===== src/rtl/encoder_input.sv =====
// Encoder front end: 2-flop synchronisers, per-pin debounce, quadrature detent
// decoding and button edge detection, all producing registered one-clock pulses.
module encoder_input #(
    parameter int DB_CYCLES = 12000,
    parameter int CNT_W     = 16,
    parameter int STEPS     = 4
) (
    input  logic clk,
    input  logic rst,
    input  logic key_a,
    input  logic key_b,
    input  logic key_ok,
    output logic L_pulse,
    output logic R_pulse,
    output logic O_pulse
);

    localparam int ACC_W = 4;
    localparam logic [CNT_W-1:0]        CNT_MAX = CNT_W'(DB_CYCLES - 1);
    localparam logic signed [ACC_W:0]   SAT_HI  = (ACC_W+1)'(STEPS);
    localparam logic signed [ACC_W:0]   SAT_LO  = -SAT_HI;
    localparam logic signed [ACC_W-1:0] STEPS_P = ACC_W'(STEPS);
    localparam logic signed [ACC_W-1:0] STEPS_N = -STEPS_P;

    // Channel bit order everywhere: [2] = A, [1] = B, [0] = OK.
    logic [2:0]               sync1_q, sync2_q;
    logic [2:0]               stable_q, stable_d;
    logic [CNT_W-1:0]         cnt_q [3];
    logic [CNT_W-1:0]         cnt_d [3];
    logic [1:0]               prev_ab_q;
    logic                     prev_ok_q;
    logic signed [ACC_W-1:0]  acc_q, acc_d;
    logic                     l_pulse_q, l_pulse_d;
    logic                     r_pulse_q, r_pulse_d;
    logic                     o_pulse_q, o_pulse_d;
    logic [1:0]               ab;
    logic signed [1:0]        step;
    logic signed [ACC_W:0]    acc_sum;
    logic signed [ACC_W-1:0]  acc_sat;

    function automatic logic signed [1:0] quad_step(input logic [1:0] p, input logic [1:0] c);
        case ({p, c})
            4'b1110, 4'b1000, 4'b0001, 4'b0111: return 2'sd1;
            4'b1101, 4'b0100, 4'b0010, 4'b1011: return -2'sd1;
            default:                            return 2'sd0;
        endcase
    endfunction

    function automatic logic signed [ACC_W-1:0] sat_acc(input logic signed [ACC_W:0] v);
        if (v > SAT_HI)
            return STEPS_P;
        else if (v < SAT_LO)
            return STEPS_N;
        else
            return v[ACC_W-1:0];
    endfunction

    always_comb begin
        stable_d = stable_q;
        for (int i = 0; i < 3; i++) begin
            cnt_d[i] = cnt_q[i];
            if (sync2_q[i] == stable_q[i]) begin
                cnt_d[i] = '0;
            end else if (cnt_q[i] == CNT_MAX) begin
                stable_d[i] = sync2_q[i];
                cnt_d[i]    = '0;
            end else begin
                cnt_d[i] = cnt_q[i] + CNT_W'(1);
            end
        end
    end

    // Detent logic: the accumulator is judged and cleared on every arrival at 11;
    // an invalid jump into 11 still clears it but can never fire a pulse.
    always_comb begin
        ab        = stable_q[2:1];
        step      = quad_step(prev_ab_q, ab);
        acc_sum   = (ACC_W+1)'(acc_q) + (ACC_W+1)'(step);
        acc_sat   = sat_acc(acc_sum);
        acc_d     = acc_sat;
        l_pulse_d = 1'b0;
        r_pulse_d = 1'b0;
        if (ab == 2'b11 && prev_ab_q != 2'b11) begin
            acc_d = '0;
            if (step != 2'sd0) begin
                r_pulse_d = (acc_sat == STEPS_P);
                l_pulse_d = (acc_sat == STEPS_N);
            end
        end
        o_pulse_d = prev_ok_q & ~stable_q[0];
    end

    always_ff @(posedge clk or posedge rst) begin
        if (rst) begin
            sync1_q   <= 3'b111;
            sync2_q   <= 3'b111;
            stable_q  <= 3'b111;
            for (int i = 0; i < 3; i++) cnt_q[i] <= '0;
            prev_ab_q <= 2'b11;
            prev_ok_q <= 1'b1;
            acc_q     <= '0;
            l_pulse_q <= 1'b0;
            r_pulse_q <= 1'b0;
            o_pulse_q <= 1'b0;
        end else begin
            sync1_q   <= {key_a, key_b, key_ok};
            sync2_q   <= sync1_q;
            stable_q  <= stable_d;
            for (int i = 0; i < 3; i++) cnt_q[i] <= cnt_d[i];
            prev_ab_q <= ab;
            prev_ok_q <= stable_q[0];
            acc_q     <= acc_d;
            l_pulse_q <= l_pulse_d;
            r_pulse_q <= r_pulse_d;
            o_pulse_q <= o_pulse_d;
        end
    end

    assign L_pulse = l_pulse_q;
    assign R_pulse = r_pulse_q;
    assign O_pulse = o_pulse_q;

endmodule


===== config.mk =====
export PLATFORM = sky130hd
export DESIGN_NAME = encoder_input
export DESIGN_NICKNAME = d
export VERILOG_FILES = /design/src/rtl/encoder_input.sv
export SDC_FILE = /design/constraint.sdc
export NUM_CORES = 1
export LEC_CHECK = 0
export ABC_AREA = 1
export CAP_MARGIN = 20
export CORE_ASPECT_RATIO = 0.6
export CORE_MARGIN = 5
export CORE_UTILIZATION = 30
export CTS_BUF_LIST = sky130_fd_sc_hd__clkbuf_8 sky130_fd_sc_hd__clkbuf_16
export DETAILED_ROUTE_END_ITERATION = 16
export PLACE_DENSITY = 0.43
export SLEW_MARGIN = 15
export SYNTH_ARGS = -nofsm -noshare
export SYNTH_HDL_FRONTEND = slang
export SYNTH_SLANG_ARGS = --single-unit

===== constraint.sdc =====
create_clock -name clk -period 4.75 [get_ports clk]
set_input_delay 0.7125 -clock clk [delete_from_list [all_inputs] [get_ports clk]]
set_output_delay 0.7125 -clock clk [all_outputs]
set_load 0.01 [all_outputs]

==> key figures, run 1 <==
Finish
  • NumNets Final: ~420
  • Non-Filler Instances: 547
  • End-of-flow core utilization: 0.364
  • Design Area, Final: 3890 um^2
  • Layout cells sized above 1: 0.105
  • Fillers: ~1100
  • N_diodes: 0
  • P&R area growth vs syn: 16.7%

Synthesis
  • Synth warn: 0
  • Post-synth EDFFs: 0
  • Post-Synth Adder-Cell Area: 0.0510
  • Post-Synthesis Cells: ~390
  • Synthesized area: around 3300 um^2
  • Syn_nets: between 400 and 500
  • Largest family of logic cells by synthesized area: simple AND/OR/NAND/NOR gates
  • Seq/Total Area, Yosys: 0.507
  • Compound-cell area share of the yosys netlist: 0.0458
  • Main synth FF type: dfrtp_1
  • Synth Area in XOR/XNOR: 0.0578
  • Mux share of post-synthesis cell area: 0
  • #FFs+latches synth: 67
  • Most frequent cells after synthesis: 69 x nor2_1, 55 x dfrtp_1, 52 x nand2_1
  • Simple-Gate Fraction of Synth Area: 0.283
  • Leading area contributor after synthesis: dfrtp_1
  • Async SR Flop Fraction: 1.00
  • Count of cell types in the netlist: 32
  • Most common cell in the synthesized netlist: nor2_1
  • Top post-synthesis cells by area: dfrtp_1 41%, dfstp_2 9.5%, nor2_1 7.8%
  • Synth Area per Inst: roughly 8.7 um^2
  • Top cell type's share of synthesized area: 0.413

Power and ir drop
  • Peak VDD IR: 0.193 mV
  • Net Sw Frac: 0.200
  • Clock Power Share: 0.520
  • P_int: between 0.001 and 0.0015 W
  • Pwr dens: 333 nW/um^2
  • Logic pwr share: 0.026
  • P_sw: ~0.00026 W
  • Pleak: ~1.7 nW
  • Sequential Power Share: 0.453

Die
  • Die X: around 150 um
  • Core Rows: 29
  • Starting Density: 0.312
  • Core Region: 10700 um^2
  • Die area: ~13000 um^2
  • Die Y: between 90 and 100 um
  • Top-level port count: 8

Placed design
  • # port buffers: 7
  • RD Place Congestion: approximately 0.78
  • Placed inst area: about 3600 um^2
  • Hpwl dp: 4500 um
  • Placed Cells: between 500 and 600

Critical path
  • R2R depth: 11
  • Arrival time worst endpoint: about 3.1 ns
  • Critical Path RT: between 4 and 5 ns
  • Critical path's slowest cell: dfstp_2
  • Crit Path Max Fanout: 5
  • Worst r2r src: stable_q[1]$_DFFE_PP1P_
  • CP Cell Sequence: inv_1 > ha_1 > xnor2_1 > xor2_1 > inv_1 > ha_1 > fa_1 > or2_2 > and2_1 > a211oi_1 > nor2_1
  • Worst r2r dst: R_pulse$_DFF_PP0_
  • Max incr delay on CP: between 0.5 and 0.6 ns
  • WP buf/inv: 2
  • Crit Path Category: reg2reg
  • Family with the most delay on the worst path: adder cells
  • CP startpoint kind: register
  • Reg2Reg Setup Slack: about 1.8 ns
  • CP Capture Type: register

Drt
  • Final WL: 6430 um
  • ANT nets after route: 0
  • Remaining DRCs: 0
  • DR WL/cell: about 12 um
  • First-iteration detailed-routing DRC count: roughly 100
  • Via count: between 2000 and 2500
  • Via density per instance: 4.41
  • Initial DRT Pass Iterations: 4

Clocking
  • Num CTS Buffers: 9
  • CTS Hold Buffers Added: 0
  • Clk Latency, worst-skew pair: between 0.3 and 0.4 ns
  • Reg clk slew, reported paths: about 0.050 ns
  • Clock Tree Root: clkbuf_16
  • CTS tree: yes
  • Clock buffer depth: 2
  • Clock Sinks: 67
  • H-tree levels: 3
  • Post-CTS sizing: 0
  • Post-CTS Setup Bufs: 0

Global route
  • First-pass GRT wire length: around 11000 um
  • Initial antenna violation count: 0
  • Gr usage total: 0.104
  • Grt total ovfl: 0
  • Vias in the first global route: 2308
  • Largest net degree at the start of global routing: 48

Outcome
  • Status: finished, final reports clean

Timing
  • Worst Hold Slack: 0.351 ns
  • Final Setup Violations: 0
  • Post-layout min period: just under 3 ns
  • Final Skew: ~0.0064 ns
  • Worst slew pin tran: 0.849 ns
  • RSZ-0062 raised after global routing: no
  • Hold Fails Final Rpt: 0
  • Tcrit/Tclk final: 0.618
  • Slew margin rel.: 0.433
  • Slew Limit Fails: 0
  • Fmax: approximately 0.34 GHz
  • Setup Total Neg Slack: 0 ns

Min path
  • Worst Hold Class: reg2reg
  • Hold_sp: sync1_q[1]$_DFF_PP1_
  • Hold Path End: sync2_q[1]$_DFF_PP1_
  • Hold depth: 0

Flow run
  • Max-Cap Viols: 0
routing by layer:
metal	global-route usage	up-vias	routed length, um	share of wire
met5	0	-	0	0
met3	0.0340	10	177	0.028
met4	0.0399	0	99	0.015
met2	0.133	26	2460	0.38
met1	0.158	1101	3680	0.57
li1	-	1275	-	-
state kept, by name, summed over array words and instances, names as in the netlist, 2 cells and up:
name,flops
acc_q,4
prev_ab_q,2
sync2_q,3
sync1_q,3
stable_q,3
cnt_q,48
metrics by stage:
| step | power, W | setup slack, ns |
|---|---|---|
| 6_report | 0.00130 | 1.81 |
| 5_1_grt | 0.00135 | 1.58 |
| 4_1_cts | 0.00132 | 1.79 |
| 3_5_place_dp | 0.000633 | 1.79 |
| 3_3_place_gp | 0.000633 | 1.83 |
| 2_1_floorplan | 0.000619 | 1.98 |
power groups by stage:
stage	combinational, W	sequential (W)	clock [W]
2_1_floorplan	0.0000234	0.000596	0
3_3_place_gp	0.0000365	0.000597	0
3_5_place_dp	0.0000360	0.000597	0
4_1_cts	0.0000361	0.000587	0.000700
5_1_grt	0.0000411	0.000588	0.000726
6_report	0.0000342	0.000587	0.000674
kinds of logic (layout without fill, tap and decap cells):
logic type                 after synthesis  count (layout)
AOI/OAI and AO/OA                       28              28
xor gates and xnor gates                22              22
adders and majority gates               13              13
buffers and inverters                   49              72
DFF                                     67              67
and+or+nand+nor                        206             206
worst max path at each step:
stage                                 start                 to  slack (ns)  cells after the start
floorplan           stable_q[1]$_DFFE_PP1P_  R_pulse$_DFF_PP0_        1.98                     11
global placement    stable_q[1]$_DFFE_PP1P_  R_pulse$_DFF_PP0_        1.83                     11
detailed placement  stable_q[1]$_DFFE_PP1P_  R_pulse$_DFF_PP0_        1.79                     11
CTS                 stable_q[1]$_DFFE_PP1P_  R_pulse$_DFF_PP0_        1.79                     11
global route        stable_q[1]$_DFFE_PP1P_  L_pulse$_DFF_PP0_        1.58                     14
finish              stable_q[1]$_DFFE_PP1P_  R_pulse$_DFF_PP0_        1.81                     11
cells in the final DEF (no fill, tap or decap), types with 9 or more instances in the layout:
master,synthesis,layout
nand3_1,25,25
nor3_1,22,22
clkbuf_16,0,9
nand2_1,52,52
ha_1,12,12
dfrtp_1,55,55
inv_1,48,49
xor2_1,15,15
o21ai_0,10,10
a21oi_1,13,13
dfstp_2,12,12
nor2_1,69,69
cell type report:
class	instances	area, um^2	area share
clock buffers	12	267	0.0685
clock inverters	4	42.5	0.0109
inverters	48	181	0.0466
multi-input cells	269	1460	0.375
flip-flops and latches	67	1690	0.435
well taps	139	174	0.0447
repair buffers	8	77.6	0.0199
Note: power is estimated with default switching activity, not from simulation.
==> run 2, diff against run 1 <==
clock period = 3 ns   (was 4.75 ns; I/O delays follow)
==> run 2 against run 1 <==
Clock skew shrank 0.0012 ns. Maximum frequency up 5.4%. Sequential power grew 58%. Utilization rose by 0.082 points. Hold slack gained 0.0034 ns. Register-to-register slack worse by 1.6 ns. Critical path depth is 3 higher. Clock power increased by 42%. Combinational power grew 65%. Total power grew 50%. Setup slack worse by 1.6 ns.
==> key figures, run 2 (synthesis gave the netlist of run 1 again) <==
Power and ir drop
  • Peak VDD IR: 0.269 mV (+39%)
  • Pleak: 1.71 nW (-0.13%)
  • Pwr dens: 499 nW/um^2 (+50%)

Clocking
  • Clock Tree Root: clkbuf_16
  • Reg clk slew, reported paths: 0.05 ns (about the same)
  • Clk Latency, worst-skew pair: 0.33 ns (about the same)
  • Num CTS Buffers: 9 (unchanged)
  • Clock Sinks: 67 (unchanged)
  • Clock buffer depth: 2 (unchanged)
  • CTS tree: yes
  • H-tree levels: 3 (unchanged)
  • CTS Hold Buffers Added: 0 (unchanged)

Finish
  • Non-Filler Instances: 549 (+0.37%)
  • Max reg flops: 48 (unchanged)
  • End-of-flow core utilization: 0.364 (+0.000818)
  • NumNets Final: 423 (+0.48%)
  • Fillers: 1082 (-0.92%)
  • Layout cells sized above 1: 0.117 (+0.0117)
  • Commonest cells after routing, fill and taps aside: 69 x nor2_1, 55 x dfrtp_1, 52 x nand2_1
  • Design Area, Final: 3900 um^2 (+0.23%)
  • Top reg by flops: cnt_q
  • Commonest non-fill, non-tap cell in the layout: nor2_1
  • N_diodes: 0 (unchanged)
  • Largest regs: cnt_q (48), acc_q (4)
  • P&R area growth vs syn: 17.0%

Critical path
  • CP startpoint kind: register
  • Crit Path Category: reg2reg
  • CP Capture Type: register
  • Critical path's slowest cell: dfstp_2
  • Critical Path RT: 3.22 ns (-1.73 ns)
  • Crit Path Max Fanout: 4 (-1)
  • Arrival time worst endpoint: 3.00 ns (-0.14 ns)
  • WP buf/inv: 2 (unchanged)
  • CP Cell Sequence: inv_1 > ha_4 > xnor2_1 > xor2_1 > inv_1 > ha_2 > fa_2 > or2_2 > nand3_1 > nand3_1 > nand2_1 > nand3_1 > nand2_1 > nor2_1
  • Max incr delay on CP: 0.56 ns (about the same)
  • Most used cell, CP: nand3_1
  • Family with the most delay on the worst path: adder cells

Min path
  • Worst Hold Class: reg2reg

Drt
  • Wire length on met1: 3730 um (+1.4%)
  • DR WL/cell: 11.9 um (+1.2%)
  • Via density per instance: 4.45 (+0.87%)
  • Final WL: 6530 um (+1.6%)
  • Met3 wire len: 252 um (+42%)
  • First-iteration detailed-routing DRC count: 150 (+52%)
  • Max Used Layer: met4
  • Metal2 WL: 2410 um (-2.1%)
  • Via count: 2442 (+1.2%)
  • ANT nets after route: 0 (unchanged)
  • Remaining DRCs: 0 (unchanged)
  • Initial DRT Pass Iterations: 5 (+1)

Placed design
  • Placed Cells: 531 (unchanged)
  • Hpwl dp: 4520 um (+0.29%)
  • # port buffers: 7 (unchanged)
  • RD Place Congestion: 0.800 (+2.4%)
  • Placed inst area: 3590 um^2 (+0.35%)

Die
  • Top-level port count: 8 (unchanged)
  • Starting Density: 0.312 (unchanged)
  • Die Y: 91.7 um (unchanged)
  • Die area: 13400 um^2 (unchanged)
  • Core Region: 10700 um^2 (unchanged)
  • Core Rows: 29 (unchanged)
  • Die X: 146 um (unchanged)

Timing
  • Final Setup Violations: 0 (unchanged)
  • Setup Total Neg Slack: 0 ns (unchanged)
  • Slew Limit Fails: 0 (unchanged)
  • RSZ-0062 raised after global routing: no
  • Slew margin rel.: 0.701 (+0.267)
  • Worst Hold Slack: 0.355 ns (+0.00337 ns)
  • Hold Fails Final Rpt: 0 (unchanged)
  • Final Skew: 0.00519 ns (-0.00124 ns)
  • Worst slew pin tran: 0.449 ns (-0.400 ns)
  • Tcrit/Tclk final: 0.929 (+0.311)
  • Post-layout min period: 2.79 ns (-0.149 ns)
  • Fmax: 0.359 GHz (+5.4%)

Outcome
  • Status: finished, final reports clean

Global route
  • First-pass GRT wire length: 11600 um (+4.6%)
  • Largest net degree at the start of global routing: 68 (+42%)
  • Vias in the first global route: 2415 (+4.6%)
  • Initial antenna violation count: 0 (unchanged)
  • Grt total ovfl: 0 (unchanged)
  • Gr usage total: 0.107 (+0.00345)

Flow run
  • Max-Cap Viols: 0 (unchanged)
## run 2: layer usage
layer  vias to the layer above  global-route usage
li1                       1280                   -
met1                      1118               0.164
met2                        30               0.136
met3                        14              0.0350
met4                         0              0.0438
met5                         -                   0
## run 2: final timing paths
| path | from | to | slack [ns] | cells past startpoint |
|---|---|---|---|---|
| worst max register to register | stable_q[1]$_DFFE_PP1P_ | L_pulse$_DFF_PP0_ | 0.21 | 14 |
| min in group asynchronous | rst | cnt_q[33]$_DFF_PP0_ | 0.51 | 3 |
| worst min-delay path | sync1_q[0]$_DFF_PP1_ | sync2_q[0]$_DFF_PP1_ | 0.35 | 0 |
| worst max-delay path | stable_q[1]$_DFFE_PP1P_ | L_pulse$_DFF_PP0_ | 0.21 | 14 |
| max in group asynchronous | rst | sync2_q[2]$_DFF_PP1_ | 2.14 | 3 |
| worst min register to register | sync1_q[0]$_DFF_PP1_ | sync2_q[0]$_DFF_PP1_ | 0.35 | 0 |
## run 2: power breakdown
part	total [W]	internal (W)	leakage (nW)	switching [W]
registers	0.000930	0.000922	0.886	0.00000803
clock network	0.000958	0.000592	0.149	0.000367
logic	0.0000565	0.0000171	0.674	0.0000394
total	0.00194	0.00153	1.71	0.000414
## run 2: cell type report
type                       count  area, um^2  share of cell area
sequential                    67        1690               0.434
multi-input combinational    269        1480               0.378
clock buffer                  11         253              0.0648
inverter                      48         180              0.0462
tap                          139         174              0.0446
timing repair buffer          10         105              0.0269
clock inverter                 5        21.3             0.00545
## run 2: metrics by stage
step,worst slack (ns),power (W)
2_1_floorplan,0.234,0.000980
3_3_place_gp,0.0804,0.00100
3_5_place_dp,0.0566,0.00100
4_1_cts,0.0444,0.00199
5_1_grt,0.0180,0.00203
6_report,0.214,0.00194
## run 2: repair_timing
action | in CTS | in global routing
setup buffers | 0 | 2
resized for setup | 0 | 4
setup endpoints to repair | 0 | 5
==> run 3, diff against run 2 <==
CTS_BUF_LIST = sky130_fd_sc_hd__clkbuf_16   (was sky130_fd_sc_hd__clkbuf_8 sky130_fd_sc_hd__clkbuf_16)
==> run 3 against run 2 <==
Combinational power barely moved. Total power is 2.7% lower. Hold slack did not move. Largest cell class unchanged.
==> key figures, run 3 (synthesis gave the netlist of run 1 again) <==
Critical path
  • Critical Path RT: 3.22 ns (about the same)
  • Arrival time worst endpoint: 3.00 ns (about the same)
  • CP Capture Type: register
  • Crit Path Max Fanout: 4 (unchanged)
  • CP startpoint kind: register
  • Crit Path Category: reg2reg

Timing
  • Post-layout min period: 2.79 ns (+0.00180 ns)
  • Setup Total Neg Slack: 0 ns (unchanged)
  • Slew Limit Fails: 0 (unchanged)
  • Final Setup Violations: 0 (unchanged)
  • Hold Fails Final Rpt: 0 (unchanged)
  • RSZ-0062 raised after global routing: no
  • Tcrit/Tclk final: 0.929 (about the same)
  • Fmax: 0.359 GHz (about the same)
  • Final Skew: 0.00555 ns (+0.000363 ns)
  • Slew margin rel.: 0.699 (-0.00200)
  • Worst slew pin tran: 0.452 ns (+0.00300 ns)

Global route
  • Gr usage total: 0.107 (about the same)
  • Grt total ovfl: 0 (unchanged)
  • First-pass GRT wire length: 11600 um (+0.12%)
  • Initial antenna violation count: 0 (unchanged)
  • Largest net degree at the start of global routing: 68 (unchanged)
  • Vias in the first global route: 2415 (unchanged)

Finish
  • NumNets Final: 423 (unchanged)
  • Top reg by flops: cnt_q
  • Fillers: 1083 (+0.092%)
  • Commonest cells after routing, fill and taps aside: 69 x nor2_1, 55 x dfrtp_1, 52 x nand2_1
  • N_diodes: 0 (unchanged)
  • Max reg flops: 48 (unchanged)
  • Layout cells sized above 1: 0.112 (-0.00488)
  • P&R area growth vs syn: 16.4%
  • Largest regs: cnt_q (48), acc_q (4)
  • Commonest non-fill, non-tap cell in the layout: nor2_1
  • Design Area, Final: 3880 um^2 (-0.51%)

Drt
  • First-iteration detailed-routing DRC count: 172 (+15%)
  • Max Used Layer: met4
  • Wire length on met1: 3700 um (-0.91%)
  • Met3 wire len: 302 um (+20%)
  • Via density per instance: 4.44 (-0.16%)
  • Initial DRT Pass Iterations: 4 (-1)
  • Remaining DRCs: 0 (unchanged)
  • DR WL/cell: 11.9 um (-0.29%)
  • ANT nets after route: 0 (unchanged)
  • Via count: 2438 (-0.16%)
  • Final WL: 6510 um (-0.29%)
  • Metal2 WL: 2430 um (+0.58%)

Clocking
  • Num CTS Buffers: 9 (unchanged)
  • Clk Latency, worst-skew pair: 0.33 ns (about the same)
  • H-tree levels: 3 (unchanged)
  • CTS tree: yes
  • Clock Tree Root: clkbuf_16
  • Clock Sinks: 67 (unchanged)
  • Reg clk slew, reported paths: 0.05 ns (about the same)
  • Clock buffer depth: 2 (unchanged)

Min path
  • Worst Hold Class: reg2reg

Die
  • Top-level port count: 8 (unchanged)
  • Die Y: 91.7 um (unchanged)
  • Die X: 146 um (unchanged)
  • Die area: 13400 um^2 (unchanged)
  • Starting Density: 0.312 (unchanged)
  • Core Region: 10700 um^2 (unchanged)
  • Core Rows: 29 (unchanged)

Power and ir drop
  • Peak VDD IR: 0.268 mV (-0.34%)
  • Pleak: 1.70 nW (-0.66%)
  • Pwr dens: 488 nW/um^2 (-2.2%)

Placed design
  • Placed inst area: 3590 um^2 (unchanged)
  • Hpwl dp: 4520 um (unchanged)
  • # port buffers: 7 (unchanged)
  • RD Place Congestion: 0.800 (unchanged)

Outcome
  • Status: finished, final reports clean

Flow run
  • Max-Cap Viols: 0 (unchanged)
## run 3: final timing paths
| check | from | to | slack [ns] | depth (start not counted) |
|---|---|---|---|---|
| max | stable_q[1]$_DFFE_PP1P_ | L_pulse$_DFF_PP0_ | 0.21 | 14 |
| min | sync1_q[0]$_DFF_PP1_ | sync2_q[0]$_DFF_PP1_ | 0.35 | 0 |
| max reg2reg | stable_q[1]$_DFFE_PP1P_ | L_pulse$_DFF_PP0_ | 0.21 | 14 |
| min reg2reg | sync1_q[0]$_DFF_PP1_ | sync2_q[0]$_DFF_PP1_ | 0.35 | 0 |
| max in group asynchronous | rst | stable_q[0]$_DFFE_PP1P_ | 2.15 | 3 |
| min in group asynchronous | rst | cnt_q[41]$_DFF_PP0_ | 0.51 | 3 |
## run 3: timing repair
item / CTS / global route
hold buffers: 0 / 0
resized for setup: 0 / 4
setup buffers: 0 / 2
endpoints found under the setup margin: 0 / 5
## run 3: cell type report
type | count | area [um^2] | area share
repair buffers | 10 | 105 | 0.0271
clock buffers | 9 | 225 | 0.0580
well taps | 139 | 174 | 0.0448
clock inverters | 7 | 28.8 | 0.00742
flip-flops and latches | 67 | 1690 | 0.436
inverters | 48 | 180 | 0.0464
multi-input cells | 269 | 1480 | 0.380
## run 3: worst max-delay path, cell delays in order, from the launching register on
cell	delay [ns]
dfstp_2	0.56
inv_1	0.10
ha_4	0.28
xnor2_1	0.12
xor2_1	0.19
inv_1	0.08
ha_2	0.19
fa_2	0.41
or2_2	0.30
nand3_1	0.08
nand3_1	0.07
nand2_1	0.08
nand3_1	0.10
nand2_1	0.08
nor2_1	0.04
## run 3: through the flow
step | hold slack (ns) | power [W] | worst slack, ns | utilization | std cells
2_1_floorplan | 0.345 | 0.000980 | 0.234 | - | 385
3_3_place_gp | 0.350 | 0.00100 | 0.0804 | 0.336 | 531
3_5_place_dp | 0.348 | 0.00100 | 0.0566 | 0.336 | 531
4_1_cts | 0.357 | 0.00193 | 0.0435 | 0.359 | 547
5_1_grt | 0.359 | 0.00198 | 0.0171 | 0.362 | 549
6_report | 0.355 | 0.00189 | 0.212 | 0.362 | 549
## run 3: routing by layer
layer,vias to the layer above,track usage
li1,1283,-
met1,1109,0.164
met2,38,0.136
met3,8,0.0365
met4,0,0.0415
met5,-,0
## run 3: power by group
part	total (W)	switching (W)	internal (W)
Clock	0.000905	0.000365	0.000540
Sequential	0.000930	0.00000803	0.000922
Combinational	0.0000562	0.0000391	0.0000171
==> variant, RTL diff (config.mk and constraints of run 2) <==
Set the parameter `CNT_W` to 32 (it was 16).
--- a/src/rtl/encoder_input.sv
+++ b/src/rtl/encoder_input.sv
@@ -2,7 +2,7 @@
 // decoding and button edge detection, all producing registered one-clock pulses.
 module encoder_input #(
     parameter int DB_CYCLES = 12000,
-    parameter int CNT_W     = 16,
+    parameter int CNT_W     = 32,
     parameter int STEPS     = 4
 ) (
     input  logic clk,
Formal check against the unedited RTL: no difference found for any inputs over 10 cycles, from zero or initial values and one cycle with rst high; that may be too few to reach the edited logic, so the function may still have changed.
==> variant against run 2 <==
  * Critical path depth stayed put
  * Worst setup slack worse by 0.035 ns
  * Sequential cell count is 48 higher
  * Sequential power is 70% higher
  * Die area is 84% higher
  * Total power is 90% higher
  * Clock skew is 0.0022 ns higher
  * Fmax is 1.2% lower
  * Wire length grew to 2.5 times the old value
  * Sequential share of layout area is 4.7 points lower
  * Design area is 92% higher
  * Synthesized cell count is 110% higher
  * Non-clock buffer count stayed put
  * Area after synthesis is 94% higher
==> variant: results <==
metrics = {
    "placed_design": {
        "dp_hpwl_um": 12300,
        "portBuffers": 7,
        "gp_congestion": 0.865,
    },
    "detailed_routing": {
        "num_vias": 5042,
        "wl_per_cell_um": 14.5,
        "ant_nets": 0,
        "drt_pre_antenna_iters": 5,
        "drt_iter0_drc": 419,
    },
    "sta": {
        "final-hold-violation-count": 0,
        "fin_skew_ns": 0.00735,
        "tightest_slew_ns": 0.790,
    },
    "cts": {
        "clk_transition_reported_paths_ns": 0.05,
        "clock_path_buffers": 2,
        "numCtsBuffers": 17,
        "h-tree-depth": 4,
        "post_cts_buffers": 0,
        "cts_root_buf": "clkbuf_16",
        "worstSkewPairLatency_ns": 0.41,
    },
    "synthesis": {
        "synthesis.nets": 830,
        "ys.warnings.count": 0,
        "synthTopCellsByCount": "nor2_1, nand2_1, dfrtp_1",
        "synth_area_leaders": "dfrtp_1, nor2_1, nand2_1, xor2_1, dfstp_2",
        "syn_avg_cell_area_um2": 7.95,
        "synth_edf_count": 0,
        "synth.distinct_cells": 33,
        "ys_async_sr_fraction_pct": 100,
        "yosysSeqAreaShare_pct": 44.8,
    },
    "critical_path": {
        "critPathSlowestCell": "dfstp_2",
        "cp_max_fo": 2,
        "crit_arrival_ns": 3.12,
        "crit_family": "adder cells",
        "cpPeakStageDelay_ns": 0.52,
        "reg2reg_depth": 14,
    },
    "layout": {
        "drive_above_1_share_pct": 11.8,
        "stdcell_count": 1127,
        "nNetsFinal": 853,
        "largestRegisters": "cnt_q x96, acc_q x4",
        "diodes": 0,
    },
    "hold_path": {
        "min_path_type": "reg2reg",
        "holdPathStages": 0,
    },
    "status": {
        "status": "complete, no violations",
    },
    "global_routing": {
        "grt_pass1_vias": 4663,
        "grtUsageTotal_pct": 14.5,
        "grt_pass1_wl_um": 27100,
        "antenna_found_initial": 0,
        "grt_max_degree": 116,
    },
    "pwr": {
        "p_leak_uw": 0.00304,
        "sw_frac_of_total_pct": 21.6,
        "peakVddDrop_mv": 0.391,
    },
}
variant: per-stage QoR:
step / utilization (%) / total power, µW / cell area (µm²) / setup slack [ns]
after detailed placement: 32.7 / 1700 / 6890 / 0.137
after CTS: 35.5 / 3770 / 7480 / 0.127
final: 35.5 / 3700 / 7490 / 0.179
after global routing: 35.5 / 3860 / 7490 / -0.00136
after floorplan: - / 1660 / 6460 / 0.255
after global placement: 32.7 / 1700 / 6890 / 0.146
variant: area by class of cell:
cell class	instances	area, µm²
Timing Repair Buffer	10	105
Inverter	66	251
Sequential cell	115	2890
Fill cell	2204	13600
Clock buffer	18	439
Multi-Input combinational cell	625	3300
Tap cell	279	349
Clock inverter	14	149
variant: worst paths after layout:
path	startpoint	to	slack [ns]
min	sync1_q[1]	sync2_q[1]	0.35
min reg2reg	sync1_q[1]	sync2_q[1]	0.35
max reg2reg	stable_q[1]	L_pulse	0.18
max	stable_q[1]	L_pulse	0.18
min in group asynchronous	rst	cnt_q[24]	0.55
max in group asynchronous	rst	cnt_q[30]	1.94
variant: logic make-up after synthesis:
group                    after synthesis  synth area share, %
adder cells (fa/ha/maj)               13                 2.64
AO/OA/AOI/OAI                          8                0.659
flip-flops                           115                 44.8
buffers and inverters                 72                 4.19
XOR/XNOR                              85                 11.5
AND/OR/NAND/NOR                      519                 36.2
variant: repair_timing:
item                                    CTS  global route
hold buffers                              0             0
hold endpoints to repair                  0             0
endpoints found under the setup margin    0             5
gates resized for setup                   0             3
variant: routing by layer:
| metal | GRT usage (%) | up-vias | wire length (µm) |
|---|---|---|---|
| met3 | 4.00 | 10 | 1030 |
| met5 | 0 | - | 0 |
| met2 | 15.1 | 105 | 5050 |
| li1 | - | 2593 | - |
| met4 | 3.31 | 0 | 148 |
| met1 | 26.1 | 2334 | 10100 |
variant: power groups by stage:
stage	sequential (µW)	clock, µW	combinational (µW)
floorplan	1610	0	57.8
global placement	1610	0	90.8
detailed placement	1610	0	89.6
CTS	1580	2100	89.7
global route	1580	2180	101
finish	1580	2030	83.5
variant: worst register-to-register path, delay by kind of cell (launching register included):
| kind | cells | cell delay [ns] |
|---|---|---|
| xor+xnor | 2 | 0.33 |
| simple gates | 7 | 0.77 |
| buf+inv | 2 | 0.11 |
| flops | 1 | 0.52 |
| fa+ha+maj | 3 | 0.97 |
